===== config.mk =====
export PLATFORM = sky130hd
export DESIGN_NAME = axis_upsizer
export DESIGN_NICKNAME = d
export VERILOG_FILES = /design/src/rtl/axis_pkg.sv /design/src/rtl/axis_upsizer.sv
export SDC_FILE = /design/constraint.sdc
export NUM_CORES = 1
export LEC_CHECK = 0
export ABC_AREA = 1
export CORE_MARGIN = 5
export CORE_UTILIZATION = 42
export CTS_CLUSTER_DIAMETER = 100
export DETAILED_ROUTE_END_ITERATION = 10
export MAX_ROUTING_LAYER = met4
export PLACE_DENSITY_LB_ADDON = 0.12
export SYNTH_ARGS = -nofsm -noshare
export SYNTH_HDL_FRONTEND = slang
export SYNTH_SLANG_ARGS = --single-unit

===== constraint.sdc =====
create_clock -name clk_i -period 1.4 [get_ports clk_i]
set_input_delay 0.14 -clock clk_i [delete_from_list [all_inputs] [get_ports clk_i]]
set_output_delay 0.14 -clock clk_i [all_outputs]
set_load 0.03 [all_outputs]

===== src/rtl/axis_pkg.sv =====
// Shared AXI-Stream helpers: lane-index sizing, contiguous keep masks and
// the upsizer's FILL/HOLD state type.
package axis_pkg;

    localparam int unsigned MAX_RATIO = 64;

    typedef enum logic {
        FILL = 1'b0,
        HOLD = 1'b1
    } up_state_t;

    function automatic int unsigned lane_width(input int unsigned ratio);
        return (ratio > 1) ? $clog2(ratio) : 1;
    endfunction

    // Ones in bits [lane:0], zeros above.
    function automatic logic [MAX_RATIO-1:0] keep_mask(input int unsigned lane);
        logic [MAX_RATIO-1:0] m;
        m = '0;
        for (int unsigned i = 0; i < MAX_RATIO; i++) begin
            if (i <= lane) m[i] = 1'b1;
        end
        return m;
    endfunction

endpackage


===== src/rtl/axis_upsizer.sv =====
// AXI-Stream width up-converter: packs RATIO narrow beats into one wide beat,
// lowest lane first, flushing a partial word with tkeep on tlast.
module axis_upsizer
    import axis_pkg::*;
#(
    parameter  int unsigned S_DATA_WIDTH = 8,
    parameter  int unsigned RATIO        = 4,
    localparam int unsigned M_DATA_WIDTH = S_DATA_WIDTH * RATIO
) (
    input  logic                    clk_i,
    input  logic                    rst_i,
    input  logic [S_DATA_WIDTH-1:0] s_axis_tdata_i,
    input  logic                    s_axis_tvalid_i,
    input  logic                    s_axis_tlast_i,
    output logic                    s_axis_tready_o,
    output logic [M_DATA_WIDTH-1:0] m_axis_tdata_o,
    output logic [RATIO-1:0]        m_axis_tkeep_o,
    output logic                    m_axis_tvalid_o,
    output logic                    m_axis_tlast_o,
    input  logic                    m_axis_tready_i
);

    localparam int unsigned LANE_W = lane_width(RATIO);

    if (RATIO < 2 || (RATIO & (RATIO - 1)) != 0 || RATIO > MAX_RATIO) begin : g_bad_ratio
        $error("axis_upsizer: RATIO must be a power of two in [2, %0d]", MAX_RATIO);
    end

    up_state_t               state_q;
    logic [LANE_W-1:0]       lane_q;
    logic [M_DATA_WIDTH-1:0] data_q, data_d;
    logic [RATIO-1:0]        keep_q, keep_d;
    logic                    last_q, last_d;
    logic                    accept;
    logic                    done;

    assign s_axis_tready_o = !rst_i && (state_q == FILL || m_axis_tready_i);
    assign accept          = s_axis_tvalid_i && s_axis_tready_o;
    assign done            = (lane_q == LANE_W'(RATIO - 1)) || s_axis_tlast_i;

    // Lane 0 starts a fresh word, so stale lanes from the previous word are
    // zeroed before the new beat is placed.
    always_comb begin
        data_d = data_q;
        keep_d = keep_q;
        last_d = last_q;
        if (accept) begin
            if (lane_q == '0) data_d = '0;
            for (int unsigned k = 0; k < RATIO; k++) begin
                if (k == int'(lane_q)) data_d[k*S_DATA_WIDTH +: S_DATA_WIDTH] = s_axis_tdata_i;
            end
            keep_d = RATIO'(keep_mask(int'(lane_q)));
            last_d = s_axis_tlast_i;
        end
    end

    always_ff @(posedge clk_i) begin
        if (rst_i) begin
            state_q <= FILL;
            lane_q  <= '0;
            data_q  <= '0;
            keep_q  <= '0;
            last_q  <= 1'b0;
        end else begin
            data_q <= data_d;
            keep_q <= keep_d;
            last_q <= last_d;
            if (accept) begin
                if (done) begin
                    state_q <= HOLD;
                    lane_q  <= '0;
                end else begin
                    state_q <= FILL;
                    lane_q  <= lane_q + LANE_W'(1);
                end
            end else if (state_q == HOLD && m_axis_tready_i) begin
                state_q <= FILL;
            end
        end
    end

    assign m_axis_tdata_o  = data_q;
    assign m_axis_tkeep_o  = keep_q;
    assign m_axis_tlast_o  = last_q;
    assign m_axis_tvalid_o = (state_q == HOLD);

endmodule


; ---- After elaboration in Yosys (flattened, before gate mapping)
; Index checks and enable logic that the tools add are counted.
[totals]
register_bits = 40
output_inout_bits = 39
[op_classes]
addsub = 1
n_lt_le_gt_ge = 3
n_eq_ne = 4
n_mux = 12
bitwise = 1
n_reduce_logical = 15
[ops]
columns = operator, count
row1 = 32-bit 2-to-1 mux, 1
row2 = 8-bit 2-to-1 mux, 4
row3 = 2-bit AND reduction, 4
row4 = 2-bit nonzero test, 4
row5 = 1-bit 2-to-1 mux, 6
row6 = 2-bit == test (first input constant), 2
row7 = 2-bit less-or-equal comparator (first input constant), 2
row8 = 1-bit logical AND, 3
row9 = 2-bit by 1-bit adder with 2-bit output (second input constant), 1
row10 = 1-bit by 2-bit == test with 1-bit output (first input constant), 1
row11 = 2-bit == test (second input constant), 1
row12 = 1-bit by 2-bit less-or-equal comparator with 1-bit output (first input constant), 1
row13 = 2-bit zero test, 1
row14 = 1-bit logical OR, 2
row15 = 2-bit 2-to-1 mux, 1
row16 = 1-bit zero test, 1
row17 = 1-bit NOT, 1

; ---- Longest topological paths before layout
[logic_depth]
depth_word = 5
mapped_depth = 8

; ---- Worst setup path before layout
; Ideal clock, no wire load.
[synth_path]
path_type = register -> register
start = register lane_q[0]
end = register data_q[16], in the netlist m_axis_tdata_o[16]
setup_ns = 0.070
arrival_ns = 1.367
path_slack_ns = -0.037
path_stages_with_launch = 8
n_path_buf = 1
synth_period_minus_slack_ns = 1.437
cell_sequence = dfxtp_1 > inv_1 > ha_1 > buf_6 > or2_2 > nand3_2 > nand2_1 > a21oi_1
[synth_via]
elab_chain_cells = 3
word_cells_on_any_way = 5
classes_between = 1 x eq/ne / 1 x mux / 3 x reduce/logical
[synth_lines]
columns = item, line
row1 = from (decl), axis_upsizer.sv:30  ; logic [LANE_W-1:0] lane_q;
row2 = from (signal assigned), axis_upsizer.sv:74  ; lane_q <= lane_q + LANE_W'(1);
row3 = 2-bit == test / 2-bit zero test (equally long branches), "axis_upsizer.sv:50, axis_upsizer.sv:48"
row4 = 2-bit nonzero test (no source line), --
row5 = 2-bit AND reduction (no source line), --
row6 = to (signal assigned), axis_upsizer.sv:65  ; data_q <= data_d;
row7 = to (decl), axis_upsizer.sv:31  ; logic [M_DATA_WIDTH-1:0] data_q, data_d;
; Several ways; a longest one is shown, not always the timed one.
; A chain may end at the register's enable or synchronous reset.

; ---- Final worst setup path
[layout_path]
start = register lane_q[1]
end = register data_q[16], in the netlist m_axis_tdata_o[16]
; Same word-level chain as after synthesis.

==> flow_summary.json <==
{
  "ys_seq_area_share_pct": 46.1,
  "ctsHoldBuffers": 0,
  "overflow": 0,
  "post-route-min-period_ns": 1.38,
  "wirelength_um": 4650,
  "tritoncts": "yes",
  "cp_max_fo": 8,
  "end_kind": "register",
  "yosys_warnings": 0,
  "netlist_area_mm2": 0.00174,
  "crit_chain": "buf_4 > ha_1 > or2_2 > nand3_4 > nand2_1 > a21oi_1",
  "crit_buf_inv": 1,
  "stdcell_area_mm2": 0.00248,
  "cts-root-buf": "clkbuf_8",
  "grt_first_pass_wirelength_um": 7360,
  "path_class": "register to register",
  "max_freq_ghz": 0.723,
  "rrSetupSlack_ns": 0.02,
  "clk_path_buf_depth": 2,
  "path_clk_slew_ns": 0.07,
  "p_leak_nw": 1.11,
  "diodes": 0,
  "gp_congestion": 0.867,
  "die_y_um": 74.3,
  "core_area_mm2": 0.00400,
  "synth-seq-cells": 40,
  "p_per_area_mw_per_mm2": 1010,
  "synth_area_per_cell_um2": 8.30,
  "cts_sinks": 40,
  "grtUsageTotal_pct": 17.9,
  "cpLargestDelayFamily": "simple AND/OR/NAND/NOR gates",
  "drt_iter0_drc": 100,
  "grt_pass1_vias": 1503,
  "grt_max_degree": 28,
  "ioPinCount": 52,
  "finalMaxSlewViolations": 0,
  "crit_required_ns": 1.62,
  "antenna_found_initial": 0,
  "synth.distinct_cells": 20,
  "syn_nets": 228,
  "placed_cells": 308,
  "fin_util_pct": 62.0,
  "vias": 1665,
  "dp_hpwl_um": 3200,
  "rsz0062_at_grt": "yes",
  "num-fill-cells": 371,
  "cts_max_level": 2,
  "yosysTopAreaCell": "dfxtp_1",
  "dieArea_mm2": 0.00552,
  "post-place-ws_ns": -0.102,
  "die_w_um": 74.3,
  "viasPerCell": 5.19,
  "fin_crit_sh_pct": 98.7,
  "start_util_pct": 43.4,
  "worst_pin_slew_ns": 0.312,
  "wl_per_cell_um": 14.5,
  "worstHoldPathType": "register to register",
  "row_count": 23,
  "status": "finished clean",
  "drc": 0,
  "clock_skew_ns": 0.00335,
  "placed_cell_area_mm2": 0.00232,
  "critPathLaunchType": "register",
  "critical_path_arrival_ns": 1.60,
  "finalHoldViolCount": 0,
  "finalWorstSetupSlack_ns": 0.0177,
  "vdd_drop_max_mv": 0.486,
  "slowest_delay_ns": 0.35,
  "setup-violations-final": 0,
  "layout.cells.non_filler": 321,
  "cts_buffers": 5,
  "insertion_delay_ns": 0.29,
  "register_area_um2": 806,
  "dr.pass1.iters": 4,
  "ant_nets": 0,
  "fin_nets": 289,
  "ys_top_cells_by_area": "dfxtp_1, a21oi_1, nand2_1",
  "synth_top_area_share_pct": 46.1,
  "drive_gt1_share_pct": 17.3,
  "port_buffers": 51,
  "slowest_stage": "dfxtp_4",
  "multiInputGateArea_um2": 817,
  "netlist_instances": 209,
  "slew_headroom_pct": 79.1,
  "cap_violations": 0,
  "area_growth_pct": 42.8
}
==> cell usage after synthesis <==
cell	number
dfxtp_1	40
o21ai_0	4
nand4_1	25
a21oi_1	34
nand4_2	1
clkbuf_1	6
inv_1	15
nand2_1	45
nand4_4	1
buf_4	2
buf_6	7
or2_2	2
nand3_2	2
nand3_1	5
inv_2	1
clkbuf_8	1
o22ai_1	2
nor2_1	9
ha_1	6
a21oi_4	1
==> where the power goes <==
group | internal, W | switching (W) | total, W
sequential | 0.00118 | 0.0000251 | 0.00121
combinational | 0.000197 | 0.000309 | 0.000507
clock | 0.000402 | 0.000383 | 0.000785
total | 0.00178 | 0.000718 | 0.00250
==> path summary, 6_finish.rpt <==
check | startpoint | endpoint | depth (start not counted)
max | lane_q[1] | m_axis_tdata_o[16] | 6
max reg2reg | lane_q[1] | m_axis_tdata_o[16] | 6
min reg2reg | m_axis_tdata_o[12] | m_axis_tdata_o[12] | 2
min | m_axis_tdata_o[12] | m_axis_tdata_o[12] | 2
==> logic make-up (layout without fill, tap and decap cells) <==
| kind of cell | Yosys count | in the layout | share of synthesized area [%] |
|---|---|---|---|
| buffers and inverters | 32 | 93 | 11.0 |
| AND/OR/NAND/NOR | 90 | 91 | 26.0 |
| AO/OA/AOI/OAI | 41 | 41 | 12.6 |
| adder cells (fa/ha/maj) | 6 | 6 | 4.33 |
| flip-flops | 40 | 40 | 46.1 |
==> sequential cells by signal (all words and copies together), names as in the netlist <==
register and count:
m_axis_tlast_o 1, lane_q 2, m_axis_tdata_o 32, m_axis_tvalid_o 1, m_axis_tkeep_o 4
==> cell type report <==
cell class	instances	share of cell area, %
clock buffer	8	3.63
tap	50	2.52
timing repair buffer	69	25.7
sequential	40	32.5
inverter	16	2.68
multi-input combinational	138	33.0
==> metrics by stage <==
step / hold WS (ns) / TNS, ns / total power [W]
finish: 0.458 / 0 / 0.00250
global placement: 0.442 / -1.38 / 0.00172
detailed placement: 0.450 / -1.81 / 0.00172
floorplan: 0.282 / 0 / 0.00153
CTS: 0.460 / -0.000729 / 0.00249
global route: 0.473 / -0.682 / 0.00261
==> repair_timing <==
| action | 4_1_cts | 5_1_grt |
|---|---|---|
| hold endpoints to repair | 0 | 0 |
| buffers inserted | 0 | 4 |
| resized for setup | 40 | 14 |
| cloned | 1 | 0 |
| setup endpoints to repair | 46 | 25 |
| pin swaps | 0 | 4 |
==> routing by layer <==
layer / vias up / global-route usage (%) / wire [um]
met5: - / - / 0
met4: 0 / 6.52 / 69
met3: 7 / 3.11 / 258
met2: 52 / 28.0 / 2190
met1: 774 / 23.4 / 2140
li1: 832 / - / -
==> cell usage in the layout, fill, tap and decap left out, types with 2 or more instances in the layout <==
cell type        instances
clkdlybuf4s50_1         12
nor2_1                   9
buf_12                   3
inv_1                   12
inv_2                    2
dlygate4sd2_1           38
o21ai_0                  4
nand3_4                  2
nand4_1                 25
or2_2                    2
clkbuf_1                 2
a21oi_1                 29
nand2_1                 44
a21oi_2                  5
ha_1                     4
clkbuf_8                 6
buf_4                   15
nand4_4                  2
o22ai_1                  2
nand3_1                  5
dfxtp_1                 38
==> worst reg2reg max path, delay by kind of cell, from the launching register on <==
kind                     cells  cell delay, ns
buffers and inverters        1            0.15
AO/OA/AOI/OAI                1            0.13
AND/OR/NAND/NOR              3            0.50
flip-flops                   1            0.35
adder cells (fa/ha/maj)      1            0.18
Note: power is estimated with default switching activity, not from simulation.
